`config.mk`:
```
export PLATFORM = sky130hd
export DESIGN_NAME = fib_majority_sequencer
export DESIGN_NICKNAME = d
export VERILOG_FILES = /design/src/rtl/fib_majority_sequencer.sv
export SDC_FILE = /design/constraint.sdc
export NUM_CORES = 1
export LEC_CHECK = 0
export CORE_MARGIN = 3
export CORE_UTILIZATION = 46
export CTS_CLUSTER_DIAMETER = 40
export DETAILED_ROUTE_END_ITERATION = 10
export GPL_TIMING_DRIVEN = 1
export PLACE_DENSITY = 0.8
export SYNTH_ARGS = -nofsm -noshare
export SYNTH_HDL_FRONTEND = slang
export SYNTH_SLANG_ARGS = --single-unit
```
`constraint.sdc`:
```
create_clock -name clk -period 1.6 [get_ports clk]
set_input_delay 0.32 -clock clk [delete_from_list [all_inputs] [get_ports clk]]
set_output_delay 0.32 -clock clk [all_outputs]
set_load 0.03 [all_outputs]
```
`src/rtl/fib_majority_sequencer.sv`:
```
// Serial Fibonacci-majority check over N_INPUTS 4-bit samples; optional abort input under FIB_MAJ_ABORT_EN.
// Latency: result two edges after the last accept; in_ready is high only in COLLECT, so the source stalls freely.
module fib_majority_sequencer #(
  parameter int N_INPUTS = 13,
  parameter int CW       = $clog2(N_INPUTS + 1)
) (
  input  logic          clk,
  input  logic          rst,
  input  logic          start,
  input  logic          in_valid,
  input  logic [3:0]    in_data,
`ifdef FIB_MAJ_ABORT_EN
  input  logic          abort,
`endif
  output logic          in_ready,
  output logic          busy,
  output logic          done,
  output logic          majority,
  output logic [CW-1:0] fib_count
);

  localparam logic [1:0] S_IDLE    = 2'd0;
  localparam logic [1:0] S_COLLECT = 2'd1;
  localparam logic [1:0] S_DECIDE  = 2'd2;

  localparam logic [CW-1:0] HALF     = CW'(N_INPUTS / 2);
  localparam logic [CW-1:0] LAST_IDX = CW'(N_INPUTS - 1);

  logic [1:0]    state;
  logic [CW-1:0] idx;
  logic [CW-1:0] acc;
  logic          is_fib;
  logic          accept;

  // Single shared classifier; only 4-bit Fibonacci values qualify.
  always_comb begin
    is_fib = 1'b0;
    case (in_data)
      4'd0, 4'd1, 4'd2, 4'd3, 4'd5, 4'd8, 4'd13: is_fib = 1'b1;
      default:                                   is_fib = 1'b0;
    endcase
  end

  assign in_ready = (state == S_COLLECT);
  assign busy     = (state == S_COLLECT) || (state == S_DECIDE);
  assign accept   = in_valid && in_ready;

  always_ff @(posedge clk) begin
    if (rst) begin
      state     <= S_IDLE;
      idx       <= '0;
      acc       <= '0;
      done      <= 1'b0;
      majority  <= 1'b0;
      fib_count <= '0;
    end else begin
      done <= 1'b0;
`ifdef FIB_MAJ_ABORT_EN
      if (abort && (state != S_IDLE)) begin
        state <= S_IDLE;
        idx   <= '0;
        acc   <= '0;
      end else
`endif
      begin
        case (state)
          S_IDLE: begin
            if (start) begin
              state <= S_COLLECT;
              idx   <= '0;
              acc   <= '0;
            end
          end
          S_COLLECT: begin
            if (accept) begin
              acc <= acc + CW'(is_fib);
              idx <= idx + CW'(1);
              if (idx == LAST_IDX) state <= S_DECIDE;
            end
          end
          S_DECIDE: begin
            fib_count <= acc;
            majority  <= (acc > HALF);
            done      <= 1'b1;
            state     <= S_IDLE;
          end
          default: state <= S_IDLE;
        endcase
      end
    end
  end

endmodule
```
# Word level (Yosys, flattened, before mapping)
# Cells that the tools add are included.
# classes
order_cmp	1
n_reduce_logical	8
eq_ne	12
add_sub_neg	2
muxes	11
# ops
operator	count
4-bit one-hot mux with 2 select lines	2
4-bit equality test (second input constant)	3
4-bit two-way mux	3
4-bit by 2-bit equality test with 1-bit output (second input constant)	2
7-bit OR reduction	1
2-bit two-way mux	3
3-bit AND reduction	2
4-bit by 1-bit adder with 4-bit output	1
4-bit by 1-bit adder with 4-bit output (second input constant)	1
4-bit by 1-bit equality test with 1-bit output (second input constant)	1
4-bit by 3-bit equality test with 1-bit output (second input constant)	1
4-bit by 3-bit > comparator with 1-bit output (second input constant)	1
4-bit logical NOT	1
2-bit by 1-bit inequality test with 1-bit output (second input constant)	2
2-bit one-hot mux with 2 select lines	1
2-bit by 1-bit equality test with 1-bit output (second input constant)	1
2-bit equality test (second input constant)	1
2-bit logical NOT	1
1-bit two-way mux	2
2-bit inequality test (second input constant)	1
2-bit nonzero test	1
1-bit logical AND	1
1-bit logical OR	1
# totals
register_bits	16
input_bits	8
output_inout_bits	8

# Depth between registers and ports, before layout
# Gate-level depths: netlist of the first run.
# logic_depth
ltp_word	6
mapped_depth	7

# Least setup slack after synthesis of the first run
# No wires, ideal clock.
# synth_path
path_kind	reg-to-reg
startpoint	register state[1]
endpoint	register acc[2]
period_less_slack_ns	1.633
stages_incl_launch_ff	8
arrival_ns	1.561
path_slack_ns	-0.033
cell_sequence	dfxtp_1 > inv_1 > ha_1 > buf_6 > nor2b_4 > buf_6 > nor4b_4 > mux2i_1
# synth_via
elab_chain_cells	4
elab_cells_between_ends	8
cone_classes	eq/ne: 3; mux: 1; reduce/logical: 4
# synth_rtl
item	line	text
start, declared	29	logic [1:0] state;
start signal, assigned	50	state <= S_IDLE;
start signal, assigned	69	state <= S_COLLECT;
start signal, assigned	78	if (idx == LAST_IDX) state <= S_DECIDE;
2-bit by 1-bit equality test with 1-bit output *	44	assign in_ready = (state == S_COLLECT);
via in_ready	15	output logic in_ready,
1-bit logical AND	46	assign accept = in_valid && in_ready;
2-bit by 1-bit inequality test with 1-bit output (no source line)	n/a	
3-bit AND reduction (no source line)	n/a	
end signal, assigned	76	acc <= acc + CW'(is_fib);
end, declared	31	logic [CW-1:0] acc;
# The timed path passes the listed nets; every way through them passes the cells marked *.
# A chain may end at the register's enable or synchronous reset.

# Worst setup path in the final report of the first run
# layout_path
startpoint	register state[0]
endpoint	output busy
# layout_via
elab_chain_cells	2
elab_cells_between_ends	3
cone_classes	eq/ne: 2; reduce/logical: 1
# layout_rtl
item	line	text
2-bit by 1-bit equality test with 1-bit output / 2-bit equality test (equally long branches)	45	assign busy = (state == S_COLLECT) || (state == S_DECIDE);
1-bit logical OR *	45	
end, declared	16	output logic busy,
# Every way passes the cells marked *; elsewhere a longest branch is shown, timed or not.

==> impl_metrics.csv, run 1 <==
group,metric,value,unit
logic_synthesis,synth_most_common_cell,"dfxtp_1",
sta,skew,0.00241,ns
sta,drv_slew,0,
setup_path,path_cells,"inv_1 > ha_2 > buf_4",
logic_synthesis,yosys.area.top_type,"dfxtp_1",
logic_synthesis,synthesis.area,985,um^2
logic_synthesis,synthArstFlopShare,0,
setup_path,path_max_fanout,3,
die,rows,16,
cts,cts-root-buf,"clkbuf_4",
placement,port_buffers,15,
setup_path,crit_path_max_incr_delay,0.37,ns
logic_synthesis,synth_area_leaders,"dfxtp_1 (33%), ha_1 (10%), mux2i_1 (9.1%), nor4b_4 (4.8%), nor4_4 (4.3%)",
logic_synthesis,synth.area.mux_share,0.0915,
placement,routabilityCongestion,0.760,
cts,cts.htree.levels,1,
sta,finalCritPeriodShare,0.956,
pwr,peakVddDrop,930,uV
logic_synthesis,syn_avg_cell_area,10.6,um^2
cts,clk_pin_slew,0.10,ns
logic_synthesis,synth_seq_area_share,0.325,
global_route,grt_util_all_layers,0.158,
logic_synthesis,yosys.area_share.adder,0.102,
logic_synthesis,synth_top_area_frac,0.325,
sta,rsz0062_at_grt,"yes",
setup_path,setup.worst_path.start_class,"flop",
die,die_height,52.3,um
min_path,whs_path_depth,2,
detailed_routing,drt-initial-drc-count,7,
setup_path,cp-endpoint,"busy",
logic_synthesis,ys_types,28,
setup_path,cp_top_family,"flip-flops",
cts,cts_sinks,16,
cts,hold_buffers,0,
sta,relSlewSlack,0.711,
setup_path,crit_type,"reg -> out",
sta,tightest_slew,0.433,ns
setup_path,r2r-start,"state[1]",
detailed_routing,wl_met3,80,um
logic_synthesis,synth-edff-count,0,
cts,cts_tree,"yes",
global_route,grt_start_max_net_pins,12,
logic_synthesis,yosys.area_share.simple,0.321,
setup_path,rr_endpoint,"idx[3]",
detailed_routing,ant_nets,0,
setup_path,cp_slowest_cell,"dfxtp_1",
logic_synthesis,synth_compound_area_frac,0.0953,
logic_synthesis,synth_top_family_by_area,"simple AND/OR/NAND/NOR gates",
global_route,grt_pass1_wl,3140,um
detailed_routing,drc,0,
detailed_routing,top_layer,"met4",
cts,max-clock-path-buffers,2,
die,initial_utilization,0.492,
logic_synthesis,postSynthCellCount,93,
setup_path,r2r_cells,5,
detailed_routing,finalWirelength,1900,um
global_route,grt_pass1_vias,694,
setup_path,required,1.28,ns
logic_synthesis,ys_ff_latch,16,
status,status,"finished clean",
logic_synthesis,synth.top_cells.by_count,"dfxtp_1 (16), mux2i_1 (9), ha_1 (8), nor2_1 (6), inv_1 (5)",
die,die_w,52.3,um
detailed_routing,m1WireLength,885,um
detailed_routing,wl_per_cell,13.6,um
die,core,0.00200,mm^2
detailed_routing,drtPass1Iterations,2,
logic_synthesis,synth-xor-area-share,0,
cells_and_area,synthToLayoutAreaGrowth,24.8,%
setup_path,endpoint_kind,"primary output",
pwr,power.leakage,0.493,nW
logic_synthesis,ys.flop_type,"dfxtp_1",
min_path,hold_class,"reg -> reg",
setup_path,cp.arrival,1.21,ns
cells_and_area,fillers,179,
pwr,power.density,1080,mW/mm^2
logic_synthesis,yosys_warnings,0,
detailed_routing,via_count,755,
sta,hold_violations,0,
global_route,grt_antenna_before_repair,0,
sta,setup_viol_count_final,0,
global_route,gr-total-overflow,0,
cts,cts_setup_buffers,0,
cells_and_area,fin_util,0.614,
die,dieArea,0.00273,mm^2
cells_and_area,drive_above_1_share,0.241,
sta,hold_ws,0.494,ns
placement,hpwl,1400,um
cells_and_area,diodes,0,
setup_path,r2r_slack,0.11,ns
sta,clock.fmax,653,MHz
detailed_routing,viasPerCell,5.43,
setup_path,timing.critical_path.from,"state[0]",
cts,cts_buffers,3,
logic_synthesis,syn-num-nets,109,
cells_and_area,final_nets,129,
detailed_routing,wl_met2,901,um
setup_path,crit_buf_inv,2,
setup_path,cp.depth,3,
flow_run,drv_cap,0,
sta,min_period,1.53,ns
cts,clk-insertion-delay-late,0.29,ns
die,io_pins,16,
pwr,design_power_total,1.33,mW
[stage by stage]
step                instance area (um^2)  setup slack, ns  std cells  setup TNS [ns]
CTS                                 1210         0.000944        139               0
finish                              1230           0.0696        139               0
global route                        1230          -0.0128        139         -0.0147
detailed placement                  1170           -0.304        135          -0.947
floorplan                            987           0.0646         93               0
global placement                    1170           -0.258        135          -0.779
[cell families (layout without fill, tap and decap cells)]
| logic type | after synthesis | count (layout) |
|---|---|---|
| flip-flops | 16 | 16 |
| adder cells (fa/ha/maj) | 8 | 8 |
| AO/OA/AOI/OAI | 14 | 14 |
| buffers and inverters | 11 | 30 |
| multiplexers | 9 | 9 |
| AND/OR/NAND/NOR | 35 | 35 |
[worst min path at each step]
| stage | endpoint | startpoint | slack, ns |
|---|---|---|---|
| floorplan | state[0] | state[0] | 0.47 |
| global placement | fib_count[1] | fib_count[1] | 0.47 |
| detailed placement | fib_count[1] | fib_count[1] | 0.48 |
| CTS | fib_count[1] | fib_count[1] | 0.50 |
| global route | fib_count[1] | fib_count[1] | 0.54 |
| finish | fib_count[1] | fib_count[1] | 0.49 |
[registers in the layout, summed over array words and instances, names as in the netlist]
signal and flops:
acc 4, done 1, fib_count 4, idx 4, majority 1, state 2
[repair_timing]
action,4_1_cts,5_1_grt
gates resized for setup,9,5
gates cloned,0,0
setup endpoints to repair,6,9
pin swaps,1,0
[power breakdown]
| part | internal, mW | total (mW) | switching (mW) |
|---|---|---|---|
| registers | 0.417 | 0.433 | 0.0161 |
| logic | 0.259 | 0.625 | 0.366 |
| clock network | 0.139 | 0.271 | 0.132 |
| total | 0.814 | 1.33 | 0.515 |
[layout by cell type, fill, tap and decap left out, drive strengths merged, types with 3 or more instances in the layout]
cell type      instances
nand4                  4
mux2i                  9
clkdlybuf4s50          5
ha                     8
or3b                   4
buf                    8
nand3b                 5
dlygate4sd2            6
clkbuf                 4
dfxtp                 16
nand3                  3
a21oi                  4
nor2                   7
o31ai                  4
nor2b                  3
inv                    5
[metal layers]
metal	GRT usage	up-vias
li1	-	376
met1	0.181	361
met2	0.264	14
met3	0.0484	4
met4	0.0766	0
met5	0	-
[tightest hold or removal path, delay by kind of cell (launching register included)]
| family | cells | cell delay (ns) |
|---|---|---|
| flip-flops | 1 | 0.33 |
| AND/OR/NAND/NOR | 1 | 0.07 |
| multiplexers | 1 | 0.06 |
[layout make-up]
| type | count | area (um^2) | area share |
|---|---|---|---|
| Clock buffer | 4 | 36.3 | 0.0295 |
| Inverter | 5 | 18.8 | 0.0153 |
| Multi-Input combinational cell | 66 | 632 | 0.514 |
| Sequential cell | 16 | 320 | 0.261 |
| Tap cell | 27 | 33.8 | 0.0275 |
| Timing Repair Buffer | 21 | 188 | 0.153 |
No activity file was read; power rests on OpenSTA's default activity.
==> inputs of run 2 (changes only) <==
CORE_UTILIZATION = 50   (was 46)
PLACE_DENSITY = 0.82   (was 0.8)
SLEW_MARGIN = 20   (was unset)
clock period = 1.58 ns   (was 1.6 ns; I/O delays follow)
==> run 2 against run 1 <==
Critical path depth is 4 higher. Routed wire length rose by 3.2%. Clock skew grew 0.013 ns. Total power grew 2.9%. Final cell count decreased by 2.2%. First-iteration DRC count rose by 43%. Via count decreased by 2.3%. Clock-buffer cell count unchanged. Utilization increased by 7.7 points. Critical path type is now in -> reg.
==> impl_metrics.csv, run 2 (synthesized netlist as in run 1, its figures left out) <==
group,metric,value,unit
status,status,"finished clean",
placement,port_buffers,15,
cells_and_area,drive_above_1_share,0.252,
pwr,power.share.switching,0.389,
detailed_routing,viasPerCell,5.43,
flow_run,drv_cap,0,
die,io_pins,16,
setup_path,setup.worst_path.start_class,"input pin",
setup_path,cp_top_family,"compound AO/OA/AOI/OAI gates",
sta,rsz0062_at_grt,"no",
setup_path,path_max_fanout,2,
cells_and_area,synthToLayoutAreaGrowth,25.2,%
cells_and_area,final_cell_mix,"dfxtp_1 (15), mux2i_1 (9), dlygate4sd2_1 (8)",
cells_and_area,mostFrequentLayoutCell,"dfxtp_1",
global_route,grt_antenna_before_repair,0,
setup_path,cp_slowest_cell,"dlygate4sd2_1",
setup_path,cp.depth,7,
cts,clk_pin_slew,0.09,ns
pwr,clkPwrFrac,0.206,
cts,cts_setup_buffers,0,
setup_path,path_cells,"dlygate4sd2_1 > o21a_1 > o22ai_2 > ha_2 > ha_4 > nor4b_4 > mux2i_1",
sta,hold_ws,0.502,ns
cts,clk-insertion-delay-late,0.30,ns
setup_path,r2r_cells,6,
sta,skew,0.0157,ns
pwr,power.leakage,0.488,nW
global_route,grt_pass1_wl,3360,um
cells_and_area,top_regs,"acc (4), fib_count (4), idx (4)",
die,die_height,50.4,um
sta,setup_viol_count_final,0,
setup_path,rr_endpoint,"idx[2]",
die,initial_utilization,0.552,
pwr,p_sw,532,uW
setup_path,cp.arrival,1.69,ns
detailed_routing,via_count,738,
cells_and_area,final_nets,128,
global_route,gr-total-overflow,0,
pwr,power_frac_seq,0.330,
min_path,worstHoldStart,"fib_count[0]",
cells_and_area,fin_cells,136,
global_route,grt_util_all_layers,0.175,
pwr,intPower,835,uW
setup_path,r2r-start,"state[0]",
min_path,min_to,"fib_count[0]",
sta,min_period,1.48,ns
die,core,0.00178,mm^2
setup_path,crit_path_max_incr_delay,0.25,ns
cts,cts-root-buf,"clkbuf_4",
sta,setup_ws,0.103,ns
setup_path,required,1.79,ns
cells_and_area,diodes,0,
setup_path,crit_buf_inv,1,
placement,routabilityCongestion,0.770,
global_route,grt_start_max_net_pins,12,
pwr,power.density,1110,mW/mm^2
sta,tightest_slew,0.403,ns
detailed_routing,drc,0,
pwr,peakVddDrop,928,uV
sta,finalCritPeriodShare,0.935,
cts,max-clock-path-buffers,2,
detailed_routing,finalWirelength,1960,um
sta,drv_slew,0,
min_path,hold_class,"reg -> reg",
setup_path,crit_type,"in -> reg",
setup_path,endpoint_kind,"flop",
sta,relSlewSlack,0.731,
sta,hold_violations,0,
die,rows,15,
global_route,grt_pass1_vias,705,
sta,clock.fmax,677,MHz
min_path,whs_path_depth,2,
detailed_routing,ant_nets,0,
die,dieArea,0.00254,mm^2
cts,cts_tree,"yes",
cts,cts_sinks,16,
detailed_routing,drt-initial-drc-count,10,
pwr,combPwrFrac,0.464,
cts,cts_buffers,3,
placement,hpwl,1500,um
cts,cts.htree.levels,1,
die,die_w,50.4,um
sta,finalSetupTns,0,ns
detailed_routing,drtPass1Iterations,4,
detailed_routing,wl_per_cell,14.4,um
setup_path,r2r_slack,0.11,ns
placement,pre_cts_slack,-0.414,ns
placement,dp_cells,132,
-- run 2: repair_timing --
item	4_1_cts	5_1_grt
cloned	0	0
endpoints found under the setup margin	9	5
resized for setup	11	9
hold endpoints to repair	0	0
hold buffers	0	0
pin swaps	1	2
-- run 2: layout make-up --
type | count | area (um^2)
inverter | 5 | 18.8
multi-input combinational | 66 | 647
tap | 25 | 31.3
timing repair buffer | 20 | 178
sequential | 16 | 322
clock buffer | 4 | 36.3
fill | 144 | 551
-- run 2: power groups by stage --
stage / combinational, mW / sequential [mW] / clock [mW]
after floorplan: 0.496 / 0.445 / 0
after global placement: 0.576 / 0.448 / 0
after detailed placement: 0.593 / 0.449 / 0
after CTS: 0.603 / 0.440 / 0.290
after global routing: 0.690 / 0.453 / 0.310
final: 0.634 / 0.451 / 0.282
-- run 2: worst max path at each step --
| stage | startpoint | end |
|---|---|---|
| floorplan | state[1] | acc[2] |
| global placement | in_data[0] | acc[2] |
| detailed placement | in_data[0] | acc[2] |
| CTS | state[1] | idx[2] |
| global route | in_data[1] | acc[2] |
| finish | in_data[1] | acc[2] |
-- run 2: tightest hold or removal path, delay by kind of cell, from the launching register on --
| kind | cells | cell delay (ns) |
|---|---|---|
| muxes | 1 | 0.06 |
| and+or+nand+nor | 1 | 0.07 |
| DFF | 1 | 0.34 |
-- run 2: routing by layer --
metal / track usage / vias up / share of wire
met5: 0 / - / 0
met4: 0.0538 / 0 / 0.0072
met1: 0.202 / 349 / 0.46
met3: 0.0534 / 2 / 0.027
li1: - / 374 / -
met2: 0.309 / 13 / 0.50
-- run 2: through the flow --
step	cell area (um^2)	power, mW	utilization
after floorplan	987	0.940	-
after global placement	1160	1.02	0.648
after detailed placement	1160	1.04	0.648
after CTS	1190	1.33	0.669
after global routing	1230	1.45	0.691
final	1230	1.37	0.691
